**config.mk**
```make
export PLATFORM = sky130hd
export DESIGN_NAME = decimal_countdown_timer_flat
export DESIGN_NICKNAME = d
export VERILOG_FILES = /design/src/rtl/decimal_countdown_timer_if.sv /design/src/rtl/decimal_countdown_timer.sv /design/src/flat_wrapper.sv
export SDC_FILE = /design/constraint.sdc
export NUM_CORES = 1
export LEC_CHECK = 0
export CAP_MARGIN = 25
export CORE_ASPECT_RATIO = 1.5
export CORE_MARGIN = 2
export CORE_UTILIZATION = 45
export CTS_BUF_LIST = sky130_fd_sc_hd__clkbuf_16
export DETAILED_ROUTE_END_ITERATION = 12
export PLACE_DENSITY_LB_ADDON = 0.05
export REMOVE_ABC_BUFFERS = 1
export SYNTH_ARGS = -nofsm -noshare
export SYNTH_HDL_FRONTEND = slang
export SYNTH_SLANG_ARGS = --single-unit
```
**constraint.sdc**
```tcl
create_clock -name clock -period 3.1 [get_ports clock]
set_clock_uncertainty 0.1 [all_clocks]
set_input_delay 0.62 -clock clock [delete_from_list [all_inputs] [get_ports clock]]
set_output_delay 0.62 -clock clock [all_outputs]
set_load 0.1 [all_outputs]
```
**src/rtl/decimal_countdown_timer_if.sv**
```systemverilog
// Bus-side signal bundle for decimal_countdown_timer.
// master: the register/control side driving load/start/stop/tick.
// slave : the timer itself, returning count and status.
interface decimal_countdown_timer_if #(
    parameter int NR_DIGITS = 4
);
    logic                   load;
    logic [4*NR_DIGITS-1:0] loadValue;
    logic                   start;
    logic                   stop;
    logic                   tick;
    logic [4*NR_DIGITS-1:0] countValue;
    logic                   running;
    logic                   isZero;
    logic                   expired;

    modport master (
        output load, loadValue, start, stop, tick,
        input  countValue, running, isZero, expired
    );

    modport slave (
        input  load, loadValue, start, stop, tick,
        output countValue, running, isZero, expired
    );
endinterface

```
**src/rtl/decimal_countdown_timer.sv**
```systemverilog
// Multi-digit BCD down-counter with load, start/stop and expiry pulse.
// Counts down on an external tick strobe while RUNNING; reaching zero
// moves to EXPIRED and emits a one-cycle registered expired pulse.
// Optional feature macro: DECIMAL_COUNTDOWN_AUTORELOAD_EN -- when defined,
// reaching zero while running reloads the last loaded value and keeps
// running, pulsing expired once per period.
// NR_DIGITS legal range is 1..8; digit 0 occupies bits [3:0].
module decimal_countdown_timer #(
    parameter int NR_DIGITS = 4
) (
    input logic                       clock,
    input logic                       reset,
    decimal_countdown_timer_if.slave  bus
);

    localparam int W = 4 * NR_DIGITS;

    typedef enum logic [1:0] {
        IDLE    = 2'd0,
        RUNNING = 2'd1,
        EXPIRED = 2'd2
    } state_t;

    state_t         state_q;
    state_t         state_d;
    logic [W-1:0]   count_q;
    logic [W-1:0]   count_d;
    logic [W-1:0]   reload_q;
    logic [W-1:0]   reload_d;
    logic [W-1:0]   count_dec;
    logic [W-1:0]   load_clamped;
    logic           dec_zero;
    logic           count_zero;
    logic           running_q;
    logic           expired_q;
    logic           expired_d;

    // Force every digit into 0..9 so the count never holds a non-BCD code.
    function automatic logic [W-1:0] clamp_bcd(input logic [W-1:0] value);
        logic [W-1:0] result;
        result = value;
        for (int i = 0; i < NR_DIGITS; i++) begin
            if (value[4*i +: 4] > 4'd9) begin
                result[4*i +: 4] = 4'd9;
            end
        end
        return result;
    endfunction

    // Per-digit BCD decrement: a digit wraps 0 -> 9 and passes the borrow
    // upward only while every lower digit was also 0.
    function automatic logic [W-1:0] bcd_decrement(input logic [W-1:0] value);
        logic [W-1:0] result;
        logic         borrow;
        result = value;
        borrow = 1'b1;
        for (int i = 0; i < NR_DIGITS; i++) begin
            if (borrow) begin
                if (value[4*i +: 4] == 4'd0) begin
                    result[4*i +: 4] = 4'd9;
                end else begin
                    result[4*i +: 4] = value[4*i +: 4] - 4'd1;
                    borrow = 1'b0;
                end
            end
        end
        return result;
    endfunction

    // True when every digit is zero.
    function automatic logic bcd_is_zero(input logic [W-1:0] value);
        logic zero;
        zero = 1'b1;
        for (int i = 0; i < NR_DIGITS; i++) begin
            if (value[4*i +: 4] != 4'd0) begin
                zero = 1'b0;
            end
        end
        return zero;
    endfunction

    // Datapath helpers feeding the next-state logic.
    always_comb begin
        load_clamped = clamp_bcd(bus.loadValue);
        count_dec    = bcd_decrement(count_q);
        dec_zero     = bcd_is_zero(count_dec);
        count_zero   = bcd_is_zero(count_q);
    end

    // Next-state and next-count logic; priority load > stop > start > tick.
    // stop always masks start and tick in its cycle; start only acts in IDLE,
    // so a tick arriving with a redundant start while RUNNING still counts.
    always_comb begin
        state_d   = state_q;
        count_d   = count_q;
        reload_d  = reload_q;
        expired_d = 1'b0;

        if (bus.load) begin
            count_d  = load_clamped;
            reload_d = load_clamped;
            state_d  = IDLE;
        end else if (bus.stop) begin
            if (state_q == RUNNING) begin
                state_d = IDLE;
            end
        end else if (bus.start && state_q == IDLE) begin
            if (count_zero) begin
                state_d   = EXPIRED;
                expired_d = 1'b1;
            end else begin
                state_d = RUNNING;
            end
        end else if (bus.tick && state_q == RUNNING) begin
            if (dec_zero) begin
                expired_d = 1'b1;
`ifdef DECIMAL_COUNTDOWN_AUTORELOAD_EN
                // Reload instead of landing on zero: period is exactly
                // reload ticks and the count never reads 0 while running.
                count_d = reload_q;
                state_d = RUNNING;
`else
                count_d = count_dec;
                state_d = EXPIRED;
`endif
            end else begin
                count_d = count_dec;
            end
        end
    end

    // State, count, reload and registered status outputs.
    always_ff @(posedge clock) begin
        if (!reset) begin
            state_q   <= IDLE;
            count_q   <= '0;
            reload_q  <= '0;
            running_q <= 1'b0;
            expired_q <= 1'b0;
        end else begin
            state_q   <= state_d;
            count_q   <= count_d;
            reload_q  <= reload_d;
            running_q <= (state_d == RUNNING);
            expired_q <= expired_d;
        end
    end

    assign bus.countValue = count_q;
    assign bus.running    = running_q;
    assign bus.expired    = expired_q;
    assign bus.isZero     = count_zero;

endmodule

```
**src/flat_wrapper.sv**
```systemverilog
// flat-port wrapper written by rule: the top's interface ports become plain ports
module decimal_countdown_timer_flat 
#(
    parameter int NR_DIGITS = 4
)
  (clock, reset, bus_load, bus_loadValue, bus_start, bus_stop, bus_tick, bus_countValue, bus_running, bus_isZero, bus_expired);
  decimal_countdown_timer_if #(.NR_DIGITS(NR_DIGITS)) bus_i ();
  input logic clock;
  input logic reset;
  input wire logic [$bits(bus_i.load)-1:0] bus_load;
  input wire logic [$bits(bus_i.loadValue)-1:0] bus_loadValue;
  input wire logic [$bits(bus_i.start)-1:0] bus_start;
  input wire logic [$bits(bus_i.stop)-1:0] bus_stop;
  input wire logic [$bits(bus_i.tick)-1:0] bus_tick;
  output wire logic [$bits(bus_i.countValue)-1:0] bus_countValue;
  output wire logic [$bits(bus_i.running)-1:0] bus_running;
  output wire logic [$bits(bus_i.isZero)-1:0] bus_isZero;
  output wire logic [$bits(bus_i.expired)-1:0] bus_expired;
  assign bus_i.load = bus_load;
  assign bus_i.loadValue = bus_loadValue;
  assign bus_i.start = bus_start;
  assign bus_i.stop = bus_stop;
  assign bus_i.tick = bus_tick;
  assign bus_countValue = bus_i.countValue;
  assign bus_running = bus_i.running;
  assign bus_isZero = bus_i.isZero;
  assign bus_expired = bus_i.expired;
  decimal_countdown_timer #(.NR_DIGITS(NR_DIGITS)) u_core (.clock(clock), .reset(reset), .bus(bus_i));
endmodule
```
==> impl_metrics.csv <==
group,metric,value,unit
hold_path,hold_path.class,"reg2reg",
outcome,status,"completed",
place,dp_slack,484,ps
die,rows,23,
synth,synth_top_area_share,0.321,
timing,maxSlewHeadroom,0.592,
critical_path,cp.arrival,1860,ps
clocking,cts.hold.buffers_added,0,
die,die_width,47.0,um
drt,first_iter_violations,45,
drt,wl_met1,1200,um
grt,grt_start_max_net_pins,17,
critical_path,crit_type,"reg2out",
timing,worst_slack,521,ps
synth,yosysWarnings,0,
place,place_congestion,0.884,
synth,yosysMostFrequentCell,"dfxtp_1",
grt,antenna_found_initial,0,
synth,synth_area_leader_cell,"dfxtp_1",
clocking,clockBufferDepth,2,
timing,slew_violations,0,
timing,hold_viol,0,
grt,grt_pass1_vias,1216,
die,fp.dieArea,3210,um2
drt,wl_met2,1700,um
critical_path,r2r_start,"u_core.bus.countValue[0]$_SDFFE_PN0P_",
clocking,cts-root-buf,"clkbuf_16",
clocking,cts-buffers-inserted,3,
timing,fmax,388,MHz
die,io_pins,41,
finish,antenna_cells,0,
timing,period_minus_slack,2580,ps
job,maxCapViolCount,0,
synth,synth_cell_types,41,
drt,route.met3.wl,154,um
hold_path,holdPathEnd,"u_core.bus.running$_SDFF_PN0_",
synth,synthesis.area,1250,um2
pwr,power,0.000803,W
drt,first_pass_iters,4,
clocking,htreeDepth,1,
drt,top_layer,"met4",
die,start_util,0.471,
clocking,cts_tree,"done",
place,place.port_buffers,40,
drt,routedWlPerCell,13.2,um
finish,syn2layout_area_growth,37.1,%
critical_path,r2r_cells,5,
synth,async_flop_share,0,
synth,ys.flop_type,"dfxtp_1",
critical_path,end_kind,"output port",
grt,grt_pass1_wl,5200,um
finish,drive_above_1_share,0.167,
finish,final_area,1710,um2
synth,ys_ff_latch,20,
place,numPlacedInstances,231,
grt,grt.overflow.total,0,
pwr,ir_worst_vdd,0.377,mV
critical_path,crit_required,2380,ps
hold_path,min_path_cells,1,
synth,synth.area.top_cells,"dfxtp_1 (32%), nor2_1 (5.1%), o21ai_0 (4.4%)",
clocking,worstSkewPairLatency,250,ps
synth,syn_area_per_cell,7.89,um2
finish,final_cells,235,
timing,fin_crit_sh,0.832,
clocking,clkSinkCount,20,
drt,drc,0,
pwr,power_density,470,nW/um2
drt,ant_nets,0,
clocking,cts_resized,0,
clocking,clkTransAtPathRegs,60,ps
finish,finalNetCount,221,
hold_path,hold_start,"u_core.state_q[1]$_SDFF_PN0_",
drt,vias,1339,
synth,synth_common_cells,"dfxtp_1 (20), nor2_1 (17), nand2_1 (12)",
place,hpwl,2490,um
timing,setup_violations,0,
drt,wirelength,3100,um
critical_path,start_kind,"register",
place,dpl-instance-area,1630,um2
timing,tightest_slew,607,ps
critical_path,r2r_setup_slack,860,ps
critical_path,r2r-end,"u_core.bus.countValue[14]$_SDFFE_PN0P_",
die,die_h,68.5,um
pwr,p_leak,0.665,nW
critical_path,worst-path-max-fanout,6,
drt,vias_per_cell,5.70,
timing,rsz0062_at_grt,"no",
die,core_area,2650,um2
timing,tns,0,ps
synth,synth-seq-area-share,0.321,
clocking,postCtsSetupRepairBufs,0,
synth,netlist_instances,158,
synth,synth_edf_count,0,
grt,grtUsageTotal,0.220,
state kept, by name, indices dropped and copies added, names as in the netlist:
register / flops
u_core.bus.countValue: 16
u_core.state_q: 2
u_core.bus.expired: 1
u_core.bus.running: 1
layer usage:
metal	up-vias	track usage
met5	-	0
met4	0	0.0938
met3	6	0.0264
met2	45	0.411
met1	619	0.235
li1	669	-
worst max-delay path: stages, from the launching register on:
cell     delay (ps)
dfxtp_1         390
nor4_1          600
nand3_1         200
nor2_1          120
buf_4           290
power breakdown:
group / internal [W] / total, W / switching [W]
registers: 0.000271 / 0.000296 / 0.0000252
clock network: 0.000172 / 0.000263 / 0.0000912
logic: 0.0000805 / 0.000244 / 0.000164
area by class of cell:
class	instances	area [um2]
well taps	37	46.3
clock buffers	3	75.1
clock inverters	1	3.75
flip-flops and latches	20	400
fillers	247	938
inverters	4	15.0
multi-input cells	126	786
repair buffers	44	383
cell usage in the layout, fill, tap and decap left out, drive strengths merged, types with 2 or more instances in the layout:
cell	count
nor2	17
clkbuf	3
xor2	4
xnor2	4
mux2i	4
inv	4
o21ai	13
nand4	2
nor3	10
nand2b	3
o31ai	2
a21o	2
clkdlybuf4s50	21
nand3	3
or4	4
or3	2
nand4b	2
nand2	12
buf	23
a21oi	10
nor4	7
nor2b	5
dfxtp	20
o21a	5
worst max-delay path by stage:
stage / to / startpoint
6_report: bus_isZero / u_core.bus.countValue[8]$_SDFFE_PN0P_
5_1_grt: bus_isZero / u_core.bus.countValue[8]$_SDFFE_PN0P_
4_1_cts: bus_isZero / u_core.bus.countValue[8]$_SDFFE_PN0P_
3_5_place_dp: u_core.bus.countValue[14]$_SDFFE_PN0P_ / bus_stop
3_3_place_gp: u_core.bus.countValue[14]$_SDFFE_PN0P_ / bus_stop
2_1_floorplan: bus_isZero / u_core.bus.countValue[0]$_SDFFE_PN0P_
cells by family (layout without fill, tap and decap cells):
| logic type | Yosys count | in the layout | synth area share |
|---|---|---|---|
| AOI/OAI and AO/OA | 42 | 42 | 0.218 |
| xor gates and xnor gates | 8 | 8 | 0.0562 |
| buffers and inverters | 12 | 52 | 0.0482 |
| DFF | 20 | 20 | 0.321 |
| muxes | 4 | 4 | 0.0321 |
| and+or+nand+nor | 72 | 72 | 0.324 |
stage by stage:
stage | util | hold WS [ps]
2_1_floorplan | - | 337
3_3_place_gp | 0.616 | 379
3_5_place_dp | 0.616 | 381
4_1_cts | 0.646 | 389
5_1_grt | 0.646 | 402
6_report | 0.646 | 385
Note: power is estimated with default switching activity, not from simulation.
